<file path="config.mk">
export PLATFORM = sky130hd
export DESIGN_NAME = debouncer
export DESIGN_NICKNAME = d
export VERILOG_FILES = /design/src/rtl/debouncer.sv
export SDC_FILE = /design/constraint.sdc
export NUM_CORES = 1
export LEC_CHECK = 0
export CAP_MARGIN = 20
export CORE_UTILIZATION = 36
export DETAILED_ROUTE_END_ITERATION = 10
export MAX_ROUTING_LAYER = met4
export PLACE_DENSITY = 0.61
export SLEW_MARGIN = 30
export SYNTH_ARGS = -nofsm -noshare
export SYNTH_HDL_FRONTEND = slang
export SYNTH_SLANG_ARGS = --single-unit
export TNS_END_PERCENT = 20
</file>
<file path="constraint.sdc">
create_clock -name clk -period 2 [get_ports clk]
set_input_delay 0.3 -clock clk [delete_from_list [all_inputs] [get_ports clk]]
set_output_delay 0.3 -clock clk [all_outputs]
set_load 0.01 [all_outputs]
</file>
<file path="src/rtl/debouncer.sv">
// Per-bit debouncer with a shared sample-tick generator and registered
// single-cycle rise/fall pulses for each debounced bit.
module debouncer #(
    parameter int WIDTH          = 1,
    parameter int SAMPLE_CNT_MAX = 62500,
    parameter int PULSE_CNT_MAX  = 200
) (
    input  logic             clk,
    input  logic             rst,
    input  logic [WIDTH-1:0] glitchy_signal,
    output logic [WIDTH-1:0] debounced_signal,
    output logic [WIDTH-1:0] rise_pulse,
    output logic [WIDTH-1:0] fall_pulse
);

    localparam int SW = (SAMPLE_CNT_MAX > 1) ? $clog2(SAMPLE_CNT_MAX) : 1;
    localparam int PW = $clog2(PULSE_CNT_MAX + 1);

    localparam logic [SW-1:0] SCNT_LAST = SW'(SAMPLE_CNT_MAX - 1);
    localparam logic [PW-1:0] PCNT_LAST = PW'(PULSE_CNT_MAX - 1);

    logic [SW-1:0]             scnt_q, scnt_d;
    logic [WIDTH-1:0][PW-1:0]  pcnt_q, pcnt_d;
    logic [WIDTH-1:0]          deb_q, deb_d;
    logic [WIDTH-1:0]          rise_q, rise_d;
    logic [WIDTH-1:0]          fall_q, fall_d;
    logic                      tick;

    assign tick = (scnt_q == SCNT_LAST);

    always_comb begin
        scnt_d = tick ? '0 : scnt_q + 1'b1;
    end

    // Input is only observed on tick cycles; pulses default low every edge.
    always_comb begin
        pcnt_d = pcnt_q;
        deb_d  = deb_q;
        rise_d = '0;
        fall_d = '0;
        if (tick) begin
            for (int i = 0; i < WIDTH; i++) begin
                if (glitchy_signal[i] == deb_q[i]) begin
                    pcnt_d[i] = '0;
                end else if (pcnt_q[i] == PCNT_LAST) begin
                    deb_d[i]  = ~deb_q[i];
                    pcnt_d[i] = '0;
                    rise_d[i] = ~deb_q[i];
                    fall_d[i] = deb_q[i];
                end else begin
                    pcnt_d[i] = pcnt_q[i] + 1'b1;
                end
            end
        end
    end

    always_ff @(posedge clk or posedge rst) begin
        if (rst) begin
            scnt_q <= '0;
            pcnt_q <= '0;
            deb_q  <= '0;
            rise_q <= '0;
            fall_q <= '0;
        end else begin
            scnt_q <= scnt_d;
            pcnt_q <= pcnt_d;
            deb_q  <= deb_d;
            rise_q <= rise_d;
            fall_q <= fall_d;
        end
    end

    assign debounced_signal = deb_q;
    assign rise_pulse       = rise_q;
    assign fall_pulse       = fall_q;

endmodule

</file>
==> results.yml, run 1 <==
timing:
  fin_crit_sh: 0.924
  drv_slew: 0
  holdWs_ps: 393
  min_period_ps: 1850
  setup_slack_ps: 152
  relSlewSlack: 0.703
  finalSetupViolations: 0
  rsz0062_at_grt: "false"
  hold_violations: 0
  max_freq_ghz: 0.541
  fin_tns_setup_ps: 0
  skew_ps: 1.75
  worst_slew_pin_slew_ps: 443
placed_design:
  io_buffers: 5
  place.gp.congestion: 0.838
  post-place-ws_ps: 130
  dpl.hpwl_mm: 1.79
global_routing:
  grt_usage: 0.155
  grt_max_degree: 28
  grt_pass1_vias: 1043
  grt_overflow: 0
  antenna_found_initial: 0
  grt_pass1_wl_mm: 4.70
setup_path:
  startpoint_type: "flip-flop"
  r2r_slack_ps: 150
  reg2reg_depth: 6
  path_class: "flip-flop to flip-flop"
  crit_path_end_kind: "flip-flop"
  critPathMaxFanout: 12
  cp_data_required_time_ps: 2180
  crit_arrival_ps: 2020
  reg2reg_to: "pcnt_q[4]"
  r2r_start: "scnt_q[0]"
flow_run:
  cap_violations: 0
synth:
  syn_area_per_cell_um2: 10.6
  seq_area_frac_synth: 0.508
  syn_nets: 131
  syn_inst: 126
  yosysWarnings: 0
  synth_area_um2: 1330
  synth_cell_type_count: 36
  synth-seq-cells: 27
floorplanning:
  die-width_um: 62.8
  num_io_pins: 6
  die_h_um: 62.8
  fp.dieArea_um2: 3950
  rows: 21
  start_util: 0.387
  coreArea_um2: 3440
hold_path:
  min_path_type: "primary input to async pin"
routing:
  vias: 986
  wl_met1_mm: 1.22
  wl_per_cell_um: 14.0
  ant_nets: 0
  firstDrtPassIters: 4
  drc: 0
  wl_met2_mm: 1.22
  routed.top_layer: "met4"
  wl_met3_um: 74
  viasPerCell: 5.42
  drt_wl_total_mm: 2.55
  drt_iter0_markers: 33
pwr:
  power.density_nw_per_um2: 592
  p_leak_nw: 0.670
  peakVddDrop_mv: 0.278
clocking:
  cts_htree_levels: 1
  cts_hold_buf: 0
  cts.clk_slew.worst_paths_ps: 90
  cts_buffer_depth: 2
  cts_root_buf: "clkbuf_8"
  insertion_delay_ps: 270
  cts_tree: "built"
  numCtsBuffers: 3
  cts.sinks: 27
final_layout:
  areaGrowthSynthToFinish_pct: 12.7
  fillers: 341
  nets: 142
  diodes: 0
  drive_gt1_frac: 0.0956
status:
  status: "complete, no violations"
[worst max-delay path by stage]
stage,from,end,depth (start not counted)
2_1_floorplan,scnt_q[0],debounced_signal,5
3_3_place_gp,scnt_q[0],debounced_signal,5
6_report,scnt_q[0],pcnt_q[4],6
3_5_place_dp,scnt_q[0],pcnt_q[4],6
5_1_grt,scnt_q[0],pcnt_q[4],6
4_1_cts,scnt_q[0],pcnt_q[4],6
[per-layer routing]
| layer | vias to the layer above | global-route usage |
|---|---|---|
| met4 | 0 | 0.0552 |
| met1 | 477 | 0.200 |
| met5 | - | - |
| met2 | 21 | 0.246 |
| met3 | 5 | 0.0219 |
| li1 | 483 | - |
[cell usage in the layout (no fill, tap or decap), types with 2 or more instances in the layout]
cell type	netlist	layout
nor4_1	2	2
nand2_1	13	13
or3_1	2	2
clkdlybuf4s50_1	0	5
nor3b_1	3	3
nand4_1	6	6
o31ai_1	2	2
clkbuf_8	0	3
a21oi_1	4	4
o211ai_1	2	2
nor2_1	9	9
buf_4	0	3
and3_1	5	5
nand3_1	8	8
inv_1	3	3
o21ai_0	5	5
nor3_1	2	2
dfrtp_1	27	27
xor2_1	5	5
xnor2_1	8	8
[cell usage after synthesis]
cell type  instances  share of area
a21oi_1            4          0.015
a311oi_1           1         0.0066
a31oi_1            1         0.0047
a32o_1             1         0.0075
a41o_1             1         0.0075
and2_1             1         0.0047
and2_2             1         0.0056
and3_1             5          0.023
and3_2             1         0.0056
and4b_1            1         0.0075
and4bb_2           1         0.0094
buf_2              1         0.0038
clkbuf_1           1         0.0028
dfrtp_1           27           0.51
ha_1               2          0.019
inv_1              3         0.0085
mux2_2             1         0.0085
mux2i_1            1         0.0075
nand2_1           13          0.037
nand3_1            8          0.030
nand4_1            6          0.028
nand4b_1           1         0.0066
nand4b_4           1          0.018
nor2_1             9          0.025
nor3_1             2         0.0075
nor3b_1            3          0.017
nor4_1             2         0.0094
nor4b_1            1         0.0066
nor4b_4            1          0.018
o211ai_1           2          0.011
o21ai_0            5          0.019
o31ai_1            2          0.011
or3_1              2         0.0094
or4_1              1         0.0056
xnor2_1            8          0.053
xor2_1             5          0.033
[sequential cells by signal, indices dropped and copies added (netlist names)]
name / cells
scnt_q: 16
pcnt_q: 8
debounced_signal: 1
rise_pulse: 1
fall_pulse: 1
[repair_timing]
action,CTS,global route
gates resized for setup,0,1
setup endpoints to repair,0,2
setup buffers,0,0
[stage by stage]
step	instance area, um^2	total power, mW	utilization	std cells
after global routing	1500	0.932	0.436	182
after detailed placement	1450	0.597	0.422	178
after global placement	1450	0.596	0.422	178
final	1500	0.888	0.436	182
after floorplan	1330	0.581	-	126
after CTS	1500	0.907	0.435	182
[final cells by class]
| type | count | area [um^2] | share of cell area |
|---|---|---|---|
| clock buffer | 4 | 45.0 | 0.0300 |
| inverter | 3 | 11.3 | 0.00751 |
| sequential | 27 | 676 | 0.450 |
| tap | 46 | 57.6 | 0.0384 |
| multi-input combinational | 94 | 638 | 0.425 |
| timing repair buffer | 8 | 72.6 | 0.0484 |
[cell families after synthesis]
logic type,synth area share
flip-flops,0.508
AO/OA/AOI/OAI,0.0827
adder cells (fa/ha/maj),0.0188
buffers and inverters,0.0150
XOR/XNOR,0.0855
multiplexers,0.0160
AND/OR/NAND/NOR,0.274
[worst max-delay path, stage by stage (launching register included)]
cell      delay (ps)
dfrtp_1          420
ha_2             240
and4bb_2         280
and4b_1          240
buf_4            200
nand2_1          120
o31ai_1          260
[power breakdown]
group	internal (mW)	total (mW)	switching, mW	leakage (nW)
Clock	0.143	0.303	0.161	0.0228
Sequential	0.547	0.550	0.00274	0.343
Combinational	0.0129	0.0350	0.0222	0.305
(Power assumes the default switching activity.)
==> run 2: changes to the inputs <==
Settings changed: DONT_BUFFER_PORTS set to 1, PLACE_DENSITY 0.61 to 0.59, SLEW_MARGIN 30 to unset.
==> run 2 against run 1 <==
Register-to-register slack improved by 30 ps. Clock skew increased by 4.6 ps. Cell count decreased by 2.2%. Non-clock buffer count decreased by 4. Clock-buffer cell count unchanged. Global-route usage decreased by 0.68 points. Maximum frequency increased by 1.9%. Die area unchanged. Via count decreased by 4.6%. Core utilization decreased by 1.2 points. Largest cell class unchanged.
==> results.yml, run 2 (synthesis gave the netlist of run 1 again) <==
setup_path:
  path_class: "flip-flop to flip-flop"
  critPathSlowestCell: "dfrtp_1"
  reg2reg_depth: 6
  r2r_start: "scnt_q[0]"
  cp_cell_sequence: "ha_1, and4bb_2, and4b_1, buf_4, nand2_1, o31ai_1"
  crit_arrival_ps: 1980
  cp_top_family: "simple AND/OR/NAND/NOR gates"
  cp_data_required_time_ps: 2170
  slowest_delay_ps: 430
  reg2reg_to: "pcnt_q[4]"
  crit_path_end_kind: "flip-flop"
  critPathBufInv: 1
  r2r_slack_ps: 190
  startpoint_type: "flip-flop"
  critPathMaxFanout: 12
global_routing:
  grt_usage: 0.148
  grt_pass1_wl_mm: 4.46
  grt_overflow: 0
  grt_max_degree: 28
  antenna_found_initial: 0
  grt_pass1_vias: 962
final_layout:
  drive_gt1_frac: 0.0909
  diodes: 0
  regArea_um2: 676
  fillers: 327
  stdcell_count: 178
  largest_register_ffs: 16
  utilization: 0.423
  final_cell_mix: "dfrtp_1, nand2_1, nor2_1"
  regMostFlops: "scnt_q"
  reg_top3: "scnt_q x16, pcnt_q x8"
  final_common_cell: "dfrtp_1"
  nets: 138
  areaGrowthSynthToFinish_pct: 9.49
  multi_input_area_um2: 636
clocking:
  insertion_delay_ps: 260
  cts_tree: "built"
  cts.sinks: 27
  cts-resized-gates: 0
  cts_root_buf: "clkbuf_8"
  cts.clk_slew.worst_paths_ps: 80
  numCtsBuffers: 3
  cts_buffer_depth: 2
  cts_htree_levels: 1
timing:
  fin_crit_sh: 0.907
  drv_slew: 0
  hold_violations: 0
  finalSetupViolations: 0
  min_period_ps: 1810
  skew_ps: 6.40
  rsz0062_at_grt: "false"
  max_freq_ghz: 0.551
  relSlewSlack: 0.728
  worst_slew_pin_slew_ps: 406
  fin_tns_setup_ps: 0
floorplanning:
  start_util: 0.387
  coreArea_um2: 3440
  rows: 21
  num_io_pins: 6
  die_h_um: 62.8
  fp.dieArea_um2: 3950
  die-width_um: 62.8
pwr:
  totalPowerFinal_mw: 0.877
  p_leak_nw: 0.658
  power.density_nw_per_um2: 602
  peakVddDrop_mv: 0.343
routing:
  viasPerCell: 5.29
  vias: 941
  firstDrtPassIters: 4
  drt_iter0_markers: 28
  drt_wl_total_mm: 2.42
  wl_per_cell_um: 13.6
  ant_nets: 0
  drc: 0
placed_design:
  dpl.hpwl_mm: 1.78
  post-place-cells: 173
  io_buffers: 0
  place.gp.congestion: 0.745
hold_path:
  holdPathEnd: "fall_pulse"
  hold_depth: 1
  hp-start: "glitchy_signal"
  min_path_type: "primary input to flip-flop"
status:
  status: "complete, no violations"
flow_run:
  cap_violations: 0
run 2: cell count changes in the layout (fill, tap and decap cells not counted):
cell / change
clkdlybuf4s50_1: -5
dlygate4sd3_1: +1
ha_1: +1
ha_2: -1
run 2: worst reg2reg max path, stage by stage, from the launching register on:
cell	delay [ps]
dfrtp_1	430
ha_1	190
and4bb_2	280
and4b_1	240
buf_4	200
nand2_1	120
o31ai_1	250
run 2: final cells by class:
type                            count  area share
Multi-Input combinational cell     94       0.436
Sequential cell                    27       0.464
Timing Repair Buffer                4      0.0223
Clock buffer                        4      0.0309
Tap cell                           46      0.0395
Inverter                            3     0.00773
run 2: how the worst max path moves through the flow:
stage	start	end	slack [ps]	cells past startpoint
2_1_floorplan	scnt_q[0]	debounced_signal	280	5
4_1_cts	scnt_q[0]	pcnt_q[4]	170	6
3_5_place_dp	scnt_q[0]	pcnt_q[4]	210	6
3_3_place_gp	scnt_q[0]	pcnt_q[6]	260	5
6_report	scnt_q[0]	pcnt_q[4]	190	6
5_1_grt	scnt_q[0]	pcnt_q[4]	80	6
run 2: power breakdown:
| part | leakage [nW] | switching (mW) | internal [mW] |
|---|---|---|---|
| logic | 0.293 | 0.0200 | 0.00916 |
| clock network | 0.0228 | 0.155 | 0.142 |
| registers | 0.343 | 0.00350 | 0.547 |
| total | 0.658 | 0.179 | 0.699 |
run 2: per-stage QoR:
stage | cell area [um^2] | setup WS, ps | hold WS (ps)
5_1_grt | 1460 | 79.0 | 78.4
6_report | 1460 | 186 | 93.7
3_5_place_dp | 1400 | 206 | 279
2_1_floorplan | 1330 | 282 | 353
4_1_cts | 1460 | 169 | 85.5
3_3_place_gp | 1400 | 263 | 272
run 2: routing by layer:
layer | vias up | global-route usage | share of wire
met1 | 450 | 0.184 | 0.49
met2 | 17 | 0.242 | 0.48
met3 | 2 | 0.0237 | 0.029
met4 | 0 | 0.0523 | 0.0083
met5 | - | - | 0
li1 | 472 | - | -
run 2: what timing repair did:
item,CTS,global route
hold buffers,1,0
buffers inserted,0,0
hold endpoints to repair,27,0
==> run 3: changes to the inputs <==
Settings changed: DONT_BUFFER_PORTS 1 to unset, GPL_ROUTABILITY_DRIVEN set to 0, PLACE_DENSITY 0.59 to 0.61, SETUP_SLACK_MARGIN set to 0.3.
==> run 3 against run 2 <==
Critical path depth did not move. Register-to-register slack improved by 60 ps. Clock-buffer cell count fell by 1. First-iteration DRC count rose to 2.7 times the previous value. Sequential power barely moved. Clock power rose by 8.8%. Hold slack improved by 280 ps. Global-route usage rose by 1.0 points. Core utilization rose by 4.8 points. Flip-flop and latch count did not move. Power rose by 4.1%. Highest routed layer unchanged.
==> results.yml, run 3 (synthesis gave the netlist of run 1 again) <==
status:
  status: "complete, no violations"
routing:
  viasPerCell: 5.37
  firstDrtPassIters: 4
  vias: 1025
  wl_per_cell_um: 14.2
  drt_wl_total_mm: 2.71
  ant_nets: 0
  drt_iter0_markers: 75
  drc: 0
timing:
  max_freq_ghz: 0.571
  fin_crit_sh: 0.876
  fin_tns_setup_ps: 0
  drv_slew: 0
  worst_slew_pin_slew_ps: 437
  min_period_ps: 1750
  rsz0062_at_grt: "true"
  relSlewSlack: 0.706
  skew_ps: 12.2
  finalSetupViolations: 0
  hold_violations: 0
  setup_slack_ps: 249
setup_path:
  critPathMaxFanout: 5
  reg2reg_depth: 6
  r2r_slack_ps: 250
  cp_data_required_time_ps: 2190
  startpoint_type: "flip-flop"
  r2r_start: "scnt_q[1]"
  cp-startpoint: "scnt_q[1]"
  path_class: "flip-flop to flip-flop"
  reg2reg_to: "pcnt_q[6]"
  crit_arrival_ps: 1940
  crit_path_end_kind: "flip-flop"
hold_path:
  min_path_type: "primary input to async pin"
global_routing:
  grt_pass1_vias: 1037
  grt_max_degree: 28
  grt_overflow: 0
  grt_usage: 0.158
  antenna_found_initial: 0
  grt_pass1_wl_mm: 4.86
placed_design:
  dpl.hpwl_mm: 1.74
  post-place-ws_ps: 96.7
  placed_cell_area_um2: 1460
  io_buffers: 5
floorplanning:
  die_h_um: 62.8
  die-width_um: 62.8
  start_util: 0.387
  num_io_pins: 6
  rows: 21
  coreArea_um2: 3440
  fp.dieArea_um2: 3950
final_layout:
  diodes: 0
  areaGrowthSynthToFinish_pct: 21.9
  fillers: 322
  final_cell_mix: "dfrtp_1, nand2_1, buf_4"
  largest_register_ffs: 16
  drive_gt1_frac: 0.214
  regMostFlops: "scnt_q"
  reg_top3: "scnt_q x16, pcnt_q x8"
  nets: 151
  regArea_um2: 678
  design_area_um2: 1620
  final_common_cell: "dfrtp_1"
  multi_input_area_um2: 687
  utilization: 0.471
clocking:
  cts.sinks: 27
  cts_root_buf: "clkbuf_8"
  cts_htree_levels: 1
  cts_buffer_depth: 2
  insertion_delay_ps: 280
  numCtsBuffers: 3
  cts_hold_buf: 0
  cts_tree: "built"
  cts.clk_slew.worst_paths_ps: 100
pwr:
  peakVddDrop_mv: 0.558
  p_leak_nw: 0.727
  power.density_nw_per_um2: 563
flow_run:
  cap_violations: 0
==> run 3: cell types whose count changed in the layout (fill, tap and decap cells not counted), sizes merged <==
cell	change
buf	+9
clkbuf	-1
clkdlybuf4s50	+5
clkinvlp	+1
dlygate4sd3	-1
==> run 3: stage by stage <==
step	power (mW)	cells	hold WS, ps
2_1_floorplan	0.581	126	353
3_3_place_gp	0.596	178	485
3_5_place_dp	0.597	178	501
4_1_cts	0.924	186	383
5_1_grt	0.956	191	425
6_report	0.913	191	371
==> run 3: layer usage <==
metal  routed length (um)  vias to the layer above  global-route usage
met5                    0                        -                   -
met1                 1280                      500               0.212
li1                     -                      500                   -
met3                  102                        6              0.0347
met2                 1280                       19               0.251
met4                   38                        0              0.0174
==> run 3: area by class of cell <==
class / instances / area share
Tap cell: 46 / 0.0355
Clock inverter: 1 / 0.00463
Clock buffer: 3 / 0.0254
Sequential cell: 27 / 0.418
Inverter: 3 / 0.00694
Multi-Input combinational cell: 94 / 0.423
Timing Repair Buffer: 17 / 0.0864
==> run 3: worst max-delay path, stage by stage, from the launching register on <==
cell	delay, ps
dfrtp_1	420
ha_4	180
and4bb_2	240
buf_4	120
nand4b_4	100
or4_1	510
o21ai_0	90
==> run 3: worst max path at each step <==
stage / slack (ps) / cells past startpoint / endpoint
2_1_floorplan: 320 / 5 / pcnt_q[6]
3_3_place_gp: 160 / 5 / debounced_signal
3_5_place_dp: 100 / 5 / debounced_signal
4_1_cts: 250 / 5 / pcnt_q[4]
5_1_grt: 160 / 5 / debounced_signal
6_report: 250 / 6 / pcnt_q[6]
==> run 3: timing repair <==
action,CTS,global route
gates resized for setup,4,7
endpoints found under the setup margin,10,12
buffers inserted,4,5
pin swaps,2,1
endpoints found under the hold margin,0,0
==> run 3: power by group <==
group	switching (mW)	internal, mW	total (mW)
registers	0.00283	0.547	0.550
clock network	0.181	0.142	0.323
logic	0.0247	0.0155	0.0403
